### config.mk
export PLATFORM = sky130hd
export DESIGN_NAME = alu_nbit_seq_flat
export DESIGN_NICKNAME = d
export VERILOG_FILES = /design/src/rtl/alu_nbit_seq_if.sv /design/src/rtl/alu_nbit_seq.sv /design/src/flat_wrapper.sv
export SDC_FILE = /design/constraint.sdc
export NUM_CORES = 1
export LEC_CHECK = 0
export CAP_MARGIN = 20
export CORE_MARGIN = 2
export CORE_UTILIZATION = 45
export DETAILED_ROUTE_END_ITERATION = 8
export PLACE_DENSITY_LB_ADDON = 0.1
export SYNTH_ARGS = -nofsm -noshare
export SYNTH_HDL_FRONTEND = slang
export SYNTH_SLANG_ARGS = --single-unit
### constraint.sdc
create_clock -name clk -period 8.68 [get_ports clk]
set_input_delay 2.604 -clock clk [delete_from_list [all_inputs] [get_ports clk]]
set_output_delay 2.604 -clock clk [all_outputs]
set_load 0.01 [all_outputs]
### src/rtl/alu_nbit_seq_if.sv
// alu_nbit_seq_if: operand/result handshake bundle for alu_nbit_seq.
// With ALU_FLAGS_EN defined, the bundle also carries the zero/ovf flags.
interface alu_nbit_seq_if #(parameter int WIDTH = 32);
  logic             in_valid;
  logic             in_ready;
  logic [2:0]       op;
  logic [WIDTH-1:0] a;
  logic [WIDTH-1:0] b;
  logic             out_valid;
  logic             out_ready;
  logic [WIDTH-1:0] r;
  logic             c_out;
  logic             busy;
`ifdef ALU_FLAGS_EN
  logic             zero;
  logic             ovf;
  modport slave  (input in_valid, op, a, b, out_ready,
                  output in_ready, out_valid, r, c_out, busy, zero, ovf);
  modport master (output in_valid, op, a, b, out_ready,
                  input in_ready, out_valid, r, c_out, busy, zero, ovf);
`else
  modport slave  (input in_valid, op, a, b, out_ready,
                  output in_ready, out_valid, r, c_out, busy);
  modport master (output in_valid, op, a, b, out_ready,
                  input in_ready, out_valid, r, c_out, busy);
`endif
endinterface

### src/rtl/alu_nbit_seq.sv
// alu_nbit_seq: WIDTH-bit handshake ALU, single-cycle logic/arith ops, shift-add MUL.
// Optional ALU_FLAGS_EN adds registered zero/ovf result flags.
module alu_nbit_seq #(
  parameter int WIDTH = 32
) (
  input logic          clk,
  input logic          rst_n,
  alu_nbit_seq_if.slave bus
);
  localparam int CW = $clog2(WIDTH) + 1;
  localparam logic [1:0] S_IDLE = 2'b00;
  localparam logic [1:0] S_MUL  = 2'b01;
  localparam logic [1:0] S_DONE = 2'b10;
  localparam logic [2:0] OP_AND = 3'b000;
  localparam logic [2:0] OP_OR  = 3'b001;
  localparam logic [2:0] OP_ADD = 3'b010;
  localparam logic [2:0] OP_MUL = 3'b011;
  localparam logic [2:0] OP_SUB = 3'b110;
  localparam logic [2:0] OP_SLT = 3'b111;

  logic [1:0]       state_q, state_d;
  logic [WIDTH-1:0] r_q, r_d;
  logic             c_q, c_d;
  logic [WIDTH-1:0] acc_q, acc_d;
  logic [WIDTH-1:0] mcand_q, mcand_d;
  logic [WIDTH-1:0] mplier_q, mplier_d;
  logic [CW-1:0]    cnt_q, cnt_d;
`ifdef ALU_FLAGS_EN
  logic             zero_q, zero_d;
  logic             ovf_q, ovf_d;
`endif

  logic             sub;
  logic             arith;
  logic [WIDTH-1:0] bx;
  logic [WIDTH:0]   sum;
  logic             v;
  logic [WIDTH-1:0] res;
  logic [WIDTH-1:0] acc_n;

  // SUB and SLT share the a + ~b + 1 adder path; v is the signed overflow of that sum
  always_comb begin
    sub   = bus.op == OP_SUB || bus.op == OP_SLT;
    arith = bus.op == OP_ADD || bus.op == OP_SUB;
    bx    = sub ? ~bus.b : bus.b;
    sum   = {1'b0, bus.a} + {1'b0, bx} + {{WIDTH{1'b0}}, sub};
    v     = (bus.a[WIDTH-1] == bx[WIDTH-1]) && (sum[WIDTH-1] != bus.a[WIDTH-1]);
    res   = bus.op == OP_AND ? bus.a & bus.b :
            bus.op == OP_OR  ? bus.a | bus.b :
            arith            ? sum[WIDTH-1:0] :
            bus.op == OP_SLT ? {{(WIDTH-1){1'b0}}, sum[WIDTH-1] ^ v} : '0;
    acc_n = acc_q + (mplier_q[0] ? mcand_q : '0);
  end

  always_comb begin
    state_d  = state_q;
    r_d      = r_q;
    c_d      = c_q;
    acc_d    = acc_q;
    mcand_d  = mcand_q;
    mplier_d = mplier_q;
    cnt_d    = cnt_q;
`ifdef ALU_FLAGS_EN
    zero_d   = zero_q;
    ovf_d    = ovf_q;
`endif
    if (state_q == S_IDLE && bus.in_valid) begin
      if (bus.op == OP_MUL) begin
        state_d  = S_MUL;
        acc_d    = '0;
        mcand_d  = bus.a;
        mplier_d = bus.b;
        cnt_d    = '0;
      end else begin
        state_d  = S_DONE;
        r_d      = res;
        c_d      = arith & sum[WIDTH];
`ifdef ALU_FLAGS_EN
        zero_d   = res == '0;
        ovf_d    = arith & v;
`endif
      end
    end else if (state_q == S_MUL) begin
      acc_d    = acc_n;
      mcand_d  = mcand_q << 1;
      mplier_d = mplier_q >> 1;
      cnt_d    = cnt_q + 1'b1;
      if (cnt_q == CW'(WIDTH - 1)) begin
        state_d = S_DONE;
        r_d     = acc_n;
        c_d     = 1'b0;
`ifdef ALU_FLAGS_EN
        zero_d  = acc_n == '0;
        ovf_d   = 1'b0;
`endif
      end
    end else if (state_q == S_DONE && bus.out_ready) begin
      state_d = S_IDLE;
    end
  end

  always_ff @(posedge clk or negedge rst_n) begin
    if (!rst_n) begin
      state_q  <= S_IDLE;
      r_q      <= '0;
      c_q      <= 1'b0;
      acc_q    <= '0;
      mcand_q  <= '0;
      mplier_q <= '0;
      cnt_q    <= '0;
`ifdef ALU_FLAGS_EN
      zero_q   <= 1'b0;
      ovf_q    <= 1'b0;
`endif
    end else begin
      state_q  <= state_d;
      r_q      <= r_d;
      c_q      <= c_d;
      acc_q    <= acc_d;
      mcand_q  <= mcand_d;
      mplier_q <= mplier_d;
      cnt_q    <= cnt_d;
`ifdef ALU_FLAGS_EN
      zero_q   <= zero_d;
      ovf_q    <= ovf_d;
`endif
    end
  end

  assign bus.in_ready  = state_q == S_IDLE;
  assign bus.busy      = state_q != S_IDLE;
  assign bus.out_valid = state_q == S_DONE;
  assign bus.r         = r_q;
  assign bus.c_out     = c_q;
`ifdef ALU_FLAGS_EN
  assign bus.zero      = zero_q;
  assign bus.ovf       = ovf_q;
`endif
endmodule
### src/flat_wrapper.sv
// flat-port wrapper written by rule: the top's interface ports become plain ports
module alu_nbit_seq_flat 
#(
  parameter int WIDTH = 32
)
  (clk, rst_n, bus_in_valid, bus_op, bus_a, bus_b, bus_out_ready, bus_in_ready, bus_out_valid, bus_r, bus_c_out, bus_busy);
  alu_nbit_seq_if #(.WIDTH(WIDTH)) bus_i ();
  input logic clk;
  input logic rst_n;
  input wire logic [$bits(bus_i.in_valid)-1:0] bus_in_valid;
  input wire logic [$bits(bus_i.op)-1:0] bus_op;
  input wire logic [$bits(bus_i.a)-1:0] bus_a;
  input wire logic [$bits(bus_i.b)-1:0] bus_b;
  input wire logic [$bits(bus_i.out_ready)-1:0] bus_out_ready;
  output wire logic [$bits(bus_i.in_ready)-1:0] bus_in_ready;
  output wire logic [$bits(bus_i.out_valid)-1:0] bus_out_valid;
  output wire logic [$bits(bus_i.r)-1:0] bus_r;
  output wire logic [$bits(bus_i.c_out)-1:0] bus_c_out;
  output wire logic [$bits(bus_i.busy)-1:0] bus_busy;
  assign bus_i.in_valid = bus_in_valid;
  assign bus_i.op = bus_op;
  assign bus_i.a = bus_a;
  assign bus_i.b = bus_b;
  assign bus_i.out_ready = bus_out_ready;
  assign bus_in_ready = bus_i.in_ready;
  assign bus_out_valid = bus_i.out_valid;
  assign bus_r = bus_i.r;
  assign bus_c_out = bus_i.c_out;
  assign bus_busy = bus_i.busy;
  alu_nbit_seq #(.WIDTH(WIDTH)) u_core (.clk(clk), .rst_n(rst_n), .bus(bus_i));
endmodule
Word level (Yosys, flattened, before mapping)
Cells that the tools add are included.
W data, S select, Z words.
{ "classes": {"mux": 31, "bitwise_logic": 5, "n_reduce_logical": 14, "addsub": 4, "n_eq_ne": 13} }
{ "ops": {"columns": ["cell", "n"], "rows": [
  ["$mux W32", 18],
  ["$add A32 B32 Y33", 1],
  ["$add A33 B1 Y33", 1],
  ["$add A32 B32 Y32", 1],
  ["$and A32 B32 Y32", 1],
  ["$not A32 Y32", 1],
  ["$or A32 B32 Y32", 1],
  ["$mux W6", 3],
  ["$mux W2", 5],
  ["$add A6 B1 Y6 const B", 1],
  ["$eq A3 B2 Y1 const B", 2],
  ["$eq A3 B3 Y1 const B", 2],
  ["$eq A6 B5 Y1 const B", 1],
  ["$reduce_bool A2 Y1", 3],
  ["$mux W1", 5],
  ["$ne A2 B2 Y1 const B", 2],
  ["$reduce_and A2 Y1", 2],
  ["$eq A3 B1 Y1 const B", 1],
  ["$logic_and A1 B1 Y1", 3],
  ["$logic_not A3 Y1", 1],
  ["$ne A3 B2 Y1 const B", 1],
  ["$reduce_and A3 Y1", 1],
  ["$reduce_bool A3 Y1", 1],
  ["$eq A2 B1 Y1 const B", 1],
  ["7 further kinds", 8]
]} }
{ "word_totals": {"in_bits": 71, "wordCells": 74, "reg_bits": 137, "out_inout_bits": 36} }

Logic depth before layout (Yosys ltp)
Gate-level depths: netlist of run 1.
{ "depth": {"depth_word": 14, "ltp_mapped": 16, "mapped_depth_nobuf": 14} }

Least setup slack after synthesis of run 1
No wires, ideal clock.
{ "synth_path": {"path_kind": "input -> register", "from": "input bus_op[1]", "to": "register u_core.r_q[29] (netlist: u_core.bus.r[29])", "slack_ns": 3.101, "arrival_ns": 5.453, "n_path_buf": 2, "required_time_ns": 8.554, "setup_ns": 0.126, "cell_stages": 15, "path_cell_list": "buf_6 -> nand2_4 -> clkbuf_1 -> xnor2_1 -> ha_1 -> o21ai_1 -> a22oi_1 -> and3_1 -> nand2b_1 -> a311oi_2 -> o21ai_1 -> xor2_1 -> a221oi_2 -> nor3_1 -> a221o_1"} }
{ "synth_via": {"elab_chain_cells": 10, "elab_cells_between_ends": 18, "classes_between": "add/sub: 2; eq/ne: 6; mux: 6; reduce/logical: 4"} }
{ "synth_lines": {"columns": ["item", "line_no", "text"], "rows": [
  ["start, declared", "flat_wrapper.sv:11", "input wire logic [$bits(bus_i.op)-1:0] bus_op;"],
  ["$eq A3 B3 Y1 (on tied branches)", "alu_nbit_seq.sv:43, alu_nbit_seq.sv:44", null],
  ["$logic_or A1 B1 Y1", "alu_nbit_seq.sv:43", "sub = bus.op == OP_SUB || bus.op == OP_SLT;"],
  ["$mux W32", "alu_nbit_seq.sv:45", "bx = sub ? ~bus.b : bus.b;"],
  ["$add A32 B32 Y33", "alu_nbit_seq.sv:46", "sum = {1'b0, bus.a} + {1'b0, bx} + {{WIDTH{1'b0}}, sub};"],
  ["$add A33 B1 Y33", "alu_nbit_seq.sv:46", null],
  ["$mux W32", "alu_nbit_seq.sv:50", "arith ? sum[WIDTH-1:0] :"],
  ["$mux W32", "alu_nbit_seq.sv:49", "bus.op == OP_OR ? bus.a | bus.b :"],
  ["$mux W32", "alu_nbit_seq.sv:48", "res = bus.op == OP_AND ? bus.a & bus.b :"],
  ["$mux W32", "alu_nbit_seq.sv:68", "if (bus.op == OP_MUL) begin"],
  ["$mux W32", "alu_nbit_seq.sv:67", "if (state_q == S_IDLE && bus.in_valid) begin"],
  ["end signal, assigned", "alu_nbit_seq.sv:117", "r_q <= r_d;"],
  ["end, declared", "alu_nbit_seq.sv:22", "logic [WIDTH-1:0] r_q, r_d;"]
]} }
Parallel ways exist; a longest one is shown, timed or not. The select of a mux whose other input is x is not followed.
A chain may end at the register's enable or synchronous reset.

Final worst setup path of run 1
{ "layout_path": {"from": "input bus_op[1]", "to": "register u_core.r_q[18] (netlist: u_core.bus.r[18])"} }
Same word-level chain as after synthesis.

==> results of run 1 <==
-- cell usage in the layout (no fill, tap or decap), types with 13 or more instances in the layout --
cell             Yosys  final
nand2_1            242    240
dfrtp_1            137    137
nor2_1             133    131
clkdlybuf4s50_1      0    105
o21ai_0             78     78
a21oi_1             75     75
a31oi_1             74     74
ha_1                66     66
xnor2_1             65     65
and2_1              34     33
xor2_1              25     25
a21o_1              23     23
inv_1               21     21
nand3_1             18     18
clkbuf_16            0     17
o211ai_1            16     16
nor3_1              14     14
buf_4                0     13
-- power by group through the flow --
| stage | registers [mW] | logic, mW | clock network (mW) |
|---|---|---|---|
| 6_report | 1.15 | 2.29 | 0.718 |
| 5_1_grt | 1.19 | 2.57 | 0.750 |
| 4_1_cts | 1.15 | 2.28 | 0.726 |
| 3_5_place_dp | 1.16 | 2.27 | 0 |
| 3_3_place_gp | 1.16 | 2.24 | 0 |
| 2_1_floorplan | 1.11 | 1.62 | 0 |
-- per-stage QoR --
step	power, mW	std cells	util, %	hold WS (ns)
global placement	3.40	1610	51.1	0.462
finish	4.17	1642	53.6	0.482
floorplan	2.73	1283	-	0.445
global route	4.51	1642	53.6	0.502
detailed placement	3.43	1610	51.1	0.470
CTS	4.16	1641	53.5	0.484
-- cells in the mapped netlist, types with 4 or more instances --
cell type,instances,area [um2]
nand2_1,242,908
dfrtp_1,137,3430
nor2_1,133,499
o21ai_0,78,390
a21oi_1,75,375
a31oi_1,74,463
ha_1,66,826
clkbuf_1,65,244
xnor2_1,65,569
and2_1,34,213
xor2_1,25,219
a21o_1,23,173
inv_1,21,78.8
nand3_1,18,90.1
o211ai_1,16,120
nor3_1,14,70.1
maj3_1,12,120
nand2b_1,12,75.1
nand4_1,12,75.1
o22ai_1,12,75.1
o31ai_1,12,90.1
or3_1,11,68.8
a211oi_1,9,67.6
o21ai_1,9,45.0
a22oi_1,8,60.1
o21a_1,8,60.1
a221oi_1,6,52.6
buf_1,6,22.5
nor2b_1,6,37.5
buf_2,5,25.0
o22a_1,5,43.8
a21boi_0,4,30.0
a31o_2,4,35.0
and3_1,4,25.0
o221ai_1,4,35.0
-- registers in the layout, indices dropped and copies added (netlist names) --
signal,count
u_core.acc_q,32
u_core.mplier_q,32
u_core.state_q,2
u_core.bus.r,32
u_core.mcand_q,32
u_core.bus.c_out,1
u_core.cnt_q,6
-- layout make-up --
type | instances | area share [%]
Tap cell | 285 | 2.96
Clock buffer | 18 | 3.57
Inverter | 21 | 0.655
Timing Repair Buffer | 120 | 9.81
Multi-Input combinational cell | 1048 | 53.5
Sequential cell | 137 | 28.5
Clock inverter | 13 | 0.999
-- final timing paths --
check,cells after the start,endpoint
worst max register to register,13,u_core.bus.r[24]
min in group asynchronous,1,u_core.cnt_q[3]
worst min-delay path,2,u_core.acc_q[7]
max in group asynchronous,2,u_core.mplier_q[3]
worst min register to register,2,u_core.acc_q[7]
worst max-delay path,15,u_core.bus.r[18]
-- routing by layer --
layer  vias up  track usage [%]  routed length [um]
li1       4680                -                   -
met1      4647             42.9               16400
met2       270             40.5               14000
met3        13             4.54                1770
met4         0             4.76                 225
met5         -                0                   0
-- worst max-delay path, cell delays in order --
cell	delay (ns)
clkdlybuf4s50_1	0.65
nand2_4	0.41
o21ai_2	0.37
inv_1	0.09
fa_1	0.40
nand2b_1	0.17
a21oi_1	0.23
o211ai_1	0.19
nand3_1	0.17
or4b_1	0.49
a21boi_0	0.20
a211oi_1	0.08
xnor2_1	0.14
a22oi_1	0.16
o211ai_1	0.11
-- cells by family (layout without fill, tap and decap cells) --
| family | count (synthesis) | in the layout | share of synthesized area (%) |
|---|---|---|---|
| AND/OR/NAND/NOR | 495 | 495 | 20.9 |
| AO/OA/AOI/OAI | 380 | 380 | 24.2 |
| flip-flops | 137 | 137 | 33.5 |
| buffers and inverters | 98 | 172 | 3.73 |
| XOR/XNOR | 90 | 90 | 7.71 |
| adder cells (fa/ha/maj) | 80 | 80 | 9.65 |
| multiplexers | 3 | 3 | 0.294 |
==> summary.txt, run 1 <==
Timing
  – Final hold violation count: 0
  – Final Setup Violations: 0
  – Final Max Tran Viols: 0
  – Maximum clock rate: 161 MHz
  – Final Skew: 0.0128 ns
  – Slew HR: 32.6%
  – RSZ-0062 raised after global routing: false
  – Slew @ Worst Pin: 1.01 ns
  – Final worst slack: 2.48 ns
  – Fin crit share: 71.5%
  – Crit path time final: 6.20 ns
  – Setup TNS: 0 ns

Placement
  – Post-DP HPWL: 23500 um
  – Dpl ws: 2.05 ns
  – Placed Area: 11500 um2
  – Routability congestion estimate from global placement: 0.912
  – Count of buffers from port buffering: 106

Synthesis
  – Asr flop ratio synth: 100%
  – Syn Area/Cell: 7.96 um2
  – YS warnings: 0
  – Mapped Nets: 1422
  – Top FF cell, synth: dfrtp_1
  – Mapped Cells: 1283
  – Yosys reg bits: 137
  – Sequential area share after synthesis: 33.5%
  – Cell variety after synth: 67
  – Syn Std Cell Area: 10200 um2
  – Number of synthesized flops with an enable pin: 0

Cells and area
  – N_diodes: 0
  – Layout cells sized above 1: 5.16%
  – Filler cell count: 2153
  – Nets: 1484
  – Reg area: 3430 um2
  – Multi-input gate area: 6430 um2
  – Design Area, Final: 12000 um2
  – Area growth syn-to-layout: 17.7%

Floorplanning
  – Core region area: 22400 um2
  – Initial Util: 45.5%
  – Cell Rows: 55
  – Die Y: 155 um
  – Die ar.: 23900 um2
  – Number of I/O pins: 107
  – Die width: 155 um

Critical path
  – Critical Path Start: bus_op[1]
  – FF-to-FF setup slack: 4.51 ns
  – WS Path Type: primary input to register
  – Critical R2R Launch: u_core.mplier_q[0]
  – Worst path required time: 8.98 ns
  – Crit-path max FO: 33
  – Worst setup SP type: primary input
  – Worst setup EP type: register
  – Worst path arrival time: 6.50 ns

Drt
  – Post-DRT Antenna Nets: 0
  – Routed via count: 9610
  – DRC Markers: 0
  – DRT iter0 DRCs: 710
  – DR WL/cell: 19.7 um
  – Routed vias/inst: 5.85
  – Drt total wl: 32400 um
  – Drt first pass iters: 5

Clocking
  – Worst-path clk slew: 0.07 ns
  – Resized Gates After CTS: 0
  – Clock buffer depth: 2
  – Hold buffers post-CTS: 0
  – Post-CTS setup buffers: 0
  – Clk root buf: clkbuf_16
  – Clock sink total: 137
  – Clock Latency Late Sink: 0.43 ns
  – CTS tree: yes
  – Max H-tree Level: 4
  – Num CTS Buffers: 17

Power
  – Sw Ratio: 44.5%
  – Switch Pwr: 1.85 mW
  – Clock share of power: 17.2%
  – Gate power share: 55.1%
  – Worst-case vdd ir drop: 0.138 mV
  – Leakage: 5.14 nW
  – Internal Pwr Total: 2.31 mW
  – Power Dens Cells: 346 nW/um2
  – Reg power frac: 27.7%

GRT
  – Pin count of the biggest net entering global routing: 77
  – Number of global-route vias before repair: 8828
  – Initial antenna violation count: 0
  – First-pass GRT wire length: 51400 um
  – GRT overflow: 0
  – GRT Overall Usage: 27.6%

Outcome
  – Status: complete, no violations

Run
  – Max Cap Viol: 0

Min path
  – Worst hold path type: register to register
  – Hold path start: u_core.acc_q[7]
Power figures use the tool's default switching activity.
==> inputs of run 2 (changes only) <==
==> constraint.sdc (replaced) <==
create_clock -name clk -period 5.2 [get_ports clk]
set_input_delay 1.56 -clock clk [delete_from_list [all_inputs] [get_ports clk]]
set_output_delay 1.56 -clock clk [all_outputs]
set_load 0.01 [all_outputs]
==> summary.txt, run 2 (synthesis results as in run 1) <==
Clocking
  – CTS tree: yes
  – Worst-path clk slew: 0.07 ns
  – Post-CTS setup buffers: 0
  – Hold buffers post-CTS: 0
  – Num CTS Buffers: 17
  – Resized Gates After CTS: 0
  – Clk root buf: clkbuf_16
  – Clock sink total: 137
  – Clock Latency Late Sink: 0.43 ns
  – Max H-tree Level: 4
  – Clock buffer depth: 2

Timing
  – Final Max Tran Viols: 0
  – Final Setup Violations: 0
  – Final Skew: 0.0111 ns
  – Fin crit share: 90.4%
  – Setup TNS: 0 ns
  – Slew @ Worst Pin: 0.906 ns
  – Final hold violation count: 0
  – Crit path time final: 4.70 ns
  – Maximum clock rate: 213 MHz
  – RSZ-0062 raised after global routing: false
  – Slew HR: 39.5%

Placement
  – Count of buffers from port buffering: 106
  – Post-DP HPWL: 24200 um
  – Placed Area: 11700 um2
  – Routability congestion estimate from global placement: 0.948

Critical path
  – Worst setup EP type: register
  – Most used cell, CP: a21oi_1
  – Worst path arrival time: 4.99 ns
  – Worst path slowest cell: clkdlybuf4s50_1
  – Worst path required time: 5.49 ns
  – Crit-path max FO: 11
  – WS Path Type: primary input to register
  – Slowest stage delay, CP: 0.55 ns
  – Worst path cell trace: clkdlybuf4s50_1 -> nand2_4 -> buf_12 -> xnor2_1 -> ha_1 -> a21o_1 -> a21o_1 -> a21oi_1 -> nand4_1 -> a21oi_1 -> nand2b_1 -> a21oi_1 -> xnor2_1 -> o211ai_1 -> buf_4 -> a31oi_1
  – Worst setup SP type: primary input

Drt
  – DR WL/cell: 19.3 um
  – Post-DRT Antenna Nets: 0
  – Routed vias/inst: 5.73
  – DRT iter0 DRCs: 795
  – Drt total wl: 32200 um
  – Drt first pass iters: 5
  – Routed via count: 9585
  – DRC Markers: 0

Cells and area
  – Most common cell after layout, fill and taps aside: nand2_1
  – Reg area: 3430 um2
  – Area growth syn-to-layout: 20.8%
  – Filler cell count: 2128
  – Nets: 1515
  – Layout cells sized above 1: 7.42%
  – Multi-input gate area: 6430 um2
  – N_diodes: 0
  – Commonest non-fill, non-tap cells in the layout: 240 x nand2_1, 137 x dfrtp_1, 131 x nor2_1
  – Design Area, Final: 12300 um2

Outcome
  – Status: complete, no violations

Floorplanning
  – Die ar.: 23900 um2
  – Cell Rows: 55
  – Initial Util: 45.5%
  – Die Y: 155 um
  – Die width: 155 um
  – Number of I/O pins: 107
  – Core region area: 22400 um2

Power
  – Power Dens Cells: 574 nW/um2
  – Worst-case vdd ir drop: 0.262 mV
  – Leakage: 5.32 nW

GRT
  – GRT Overall Usage: 27.4%
  – Number of global-route vias before repair: 8994
  – Pin count of the biggest net entering global routing: 126
  – First-pass GRT wire length: 51400 um
  – Initial antenna violation count: 0
  – GRT overflow: 0

Min path
  – Worst hold path type: register to register

Run
  – Max Cap Viol: 0
==> run 2: worst paths after layout <==
check,start,end,slack [ns],depth (start not counted)
setup / recovery,bus_op[1],u_core.bus.r[28],0.50,16
hold / removal,u_core.acc_q[4],u_core.acc_q[4],0.48,2
setup reg to reg,u_core.mplier_q[0],u_core.acc_q[30],1.34,13
hold reg to reg,u_core.acc_q[4],u_core.acc_q[4],0.48,2
max in group asynchronous,rst_n,u_core.mplier_q[1],3.09,2
min in group asynchronous,rst_n,u_core.cnt_q[3],1.21,1
==> run 2: worst max-delay path, delay by kind of cell <==
family / cells / cell delay, ns
AO/OA/AOI/OAI: 7 / 1.51
buffers and inverters: 3 / 0.92
AND/OR/NAND/NOR: 3 / 0.46
adder cells (fa/ha/maj): 1 / 0.33
XOR/XNOR: 2 / 0.20
==> run 2: metal layers <==
metal / wire, um / up-vias / track usage [%]
met5: 0 / - / 0
met2: 13800 / 255 / 40.1
met3: 1610 / 21 / 4.20
met1: 16500 / 4575 / 42.8
li1: - / 4734 / -
met4: 365 / 0 / 5.20
==> run 2: report_power, final <==
part           switching [mW]  leakage, nW  total (mW)  internal (mW)
clock                   0.541        0.293        1.29          0.746
sequential              0.338         1.62        1.90           1.56
combinational            2.22         3.41        3.90           1.68
total                    3.10         5.32        7.09           3.99
==> run 2: area by class of cell <==
cell class / count / share of cell area, %
flip-flops and latches: 137 / 27.8
multi-input cells: 1048 / 52.1
repair buffers: 151 / 11.6
clock inverters: 13 / 1.27
clock buffers: 19 / 3.67
inverters: 21 / 0.638
well taps: 285 / 2.89
==> run 2: per-stage QoR <==
| stage | setup WS, ns | total power, mW | hold slack [ns] | util (%) | instances |
|---|---|---|---|---|---|
| floorplan | 0.665 | 4.56 | 0.445 | - | 1283 |
| global placement | 0.0607 | 5.73 | 0.463 | 52.3 | 1642 |
| detailed placement | 0.0618 | 5.78 | 0.472 | 52.3 | 1642 |
| CTS | 0.495 | 7.09 | 0.489 | 55.0 | 1674 |
| global route | 0.134 | 7.68 | 0.521 | 55.0 | 1674 |
| finish | 0.499 | 7.09 | 0.485 | 55.0 | 1674 |
==> inputs of run 3 (changes only) <==
==> constraint.sdc (replaced) <==
create_clock -name clk -period 4.45 [get_ports clk]
set_input_delay 1.335 -clock clk [delete_from_list [all_inputs] [get_ports clk]]
set_output_delay 1.335 -clock clk [all_outputs]
set_load 0.01 [all_outputs]
==> summary.txt, run 3 (synthesis results as in run 1) <==
Critical path
  – Bufs and invs on worst path: 2
  – Worst path cell trace: clkdlybuf4s50_1 -> nand2_4 -> xnor2_2 -> inv_1 -> fa_1 -> nand2b_1 -> a21oi_2 -> o211ai_1 -> nand3_1 -> or4b_1 -> a21boi_0 -> a211oi_1 -> xnor2_1 -> a22oi_1 -> o211ai_1
  – WS Path Type: primary input to register
  – Worst path required time: 4.76 ns
  – Slowest stage delay, CP: 0.54 ns
  – Worst path arrival time: 4.52 ns
  – Most used cell, CP: o211ai_1
  – Worst setup SP type: primary input
  – Crit-path max FO: 5
  – Cell family with most CP delay: simple AND/OR/NAND/NOR gates
  – Worst path slowest cell: clkdlybuf4s50_1
  – Worst setup EP type: register

Clocking
  – CTS tree: yes
  – Worst-path clk slew: 0.07 ns
  – Clock sink total: 137
  – Max H-tree Level: 4
  – Clock Latency Late Sink: 0.44 ns
  – Num CTS Buffers: 17
  – Clock buffer depth: 2
  – Clk root buf: clkbuf_16

Floorplanning
  – Core region area: 22400 um2
  – Die width: 155 um
  – Die ar.: 23900 um2
  – Die Y: 155 um
  – Cell Rows: 55
  – Number of I/O pins: 107
  – Initial Util: 45.5%

GRT
  – Met3 global-route usage: 4.74%
  – Initial antenna violation count: 0
  – Grt met2 use: 41.0%
  – Met1 global-route usage: 43.2%
  – First-pass GRT wire length: 52700 um
  – GRT Overall Usage: 28.1%
  – Busiest grt layer: met1
  – Number of global-route vias before repair: 9502
  – Pin count of the biggest net entering global routing: 64
  – GRT overflow: 0

Drt
  – DR WL/cell: 18.4 um
  – Post-DRT Antenna Nets: 0
  – Drt total wl: 32900 um
  – Routed via count: 10100
  – Drt first pass iters: 5
  – Routed vias/inst: 5.66
  – DRT iter0 DRCs: 761
  – DRC Markers: 0

Timing
  – Final Skew: 0.0160 ns
  – RSZ-0062 raised after global routing: false
  – Fin crit share: 94.7%
  – Hold WS: 0.487 ns
  – Slew HR: 41.6%
  – Final worst slack: 0.235 ns
  – Slew @ Worst Pin: 0.876 ns
  – Crit path time final: 4.22 ns
  – Final Max Tran Viols: 0
  – Maximum clock rate: 237 MHz
  – Setup TNS: 0 ns
  – Final hold violation count: 0
  – Final Setup Violations: 0

Cells and area
  – Commonest non-fill, non-tap cells in the layout: 240 x nand2_1, 148 x buf_4, 137 x dfrtp_1
  – Most common cell after layout, fill and taps aside: nand2_1
  – Filler cell count: 2069
  – Design Area, Final: 13200 um2
  – Post-layout util: 58.7%
  – N_diodes: 0
  – Non-Filler Instances: 1782
  – Area growth syn-to-layout: 28.9%
  – Layout cells sized above 1: 14.2%
  – Nets: 1623

Placement
  – Count of buffers from port buffering: 106
  – Routability congestion estimate from global placement: 0.944
  – Dpl ws: -0.293 ns
  – Post-DP HPWL: 25600 um
  – Placed Area: 12600 um2
  – DP Cell Count: 1750

Power
  – Leakage: 5.84 nW
  – Overall Power: 8.41 mW
  – Power Dens Cells: 638 nW/um2
  – Worst-case vdd ir drop: 0.236 mV

Min path
  – Worst hold path type: register to register

Outcome
  – Status: complete, no violations

Run
  – Max Cap Viol: 0
run 3: path summary, 6_finish.rpt:
kind	to	slack (ns)	startpoint	cells past startpoint
min	u_core.acc_q[7]	0.49	u_core.acc_q[7]	2
min reg2reg	u_core.acc_q[7]	0.49	u_core.acc_q[7]	2
min in group asynchronous	u_core.cnt_q[0]	0.85	rst_n	1
max	u_core.bus.r[18]	0.23	bus_op[1]	15
max reg2reg	u_core.bus.r[24]	0.87	u_core.mplier_q[0]	13
max in group asynchronous	u_core.mcand_q[9]	2.80	rst_n	2
run 3: per-layer routing:
| layer | vias up | routed length (um) | share of wire (%) |
|---|---|---|---|
| met2 | 331 | 13800 | 42 |
| met5 | - | 0 | 0 |
| met4 | 0 | 548 | 1.7 |
| met1 | 4763 | 16300 | 50 |
| li1 | 4966 | - | - |
| met3 | 32 | 2190 | 6.7 |
run 3: layout make-up:
class | instances | area (um2) | share of cell area [%]
multi-input combinational | 1048 | 6450 | 48.9
sequential | 137 | 3430 | 26.0
timing repair buffer | 259 | 2270 | 17.3
clock buffer | 18 | 429 | 3.26
tap | 285 | 357 | 2.71
clock inverter | 14 | 163 | 1.23
inverter | 21 | 78.8 | 0.598
run 3: worst reg2reg max path, stage by stage, from the launching register on:
cell and delay [ns]:
dfrtp_1 0.51, and2_1 0.18, ha_1 0.21, fa_1 0.27
a211oi_1 0.09, nor2_1 0.30, o21ai_1 0.21, o31ai_1 0.47
a22oi_1 0.20, a21oi_1 0.31, a41oi_1 0.18, xor2_1 0.24
nor2_1 0.11, o22a_1 0.21
run 3: power by group:
part	total [mW]	switching (mW)	leakage, nW	internal, mW
registers	2.22	0.398	1.62	1.82
clock network	1.48	0.635	0.282	0.841
logic	4.71	2.62	3.95	2.09
run 3: what timing repair did:
action / in CTS / in global routing
hold buffers: 0 / 0
buffers inserted: 0 / 0
resized for setup: 0 / 3
endpoints found under the setup margin: 0 / 3
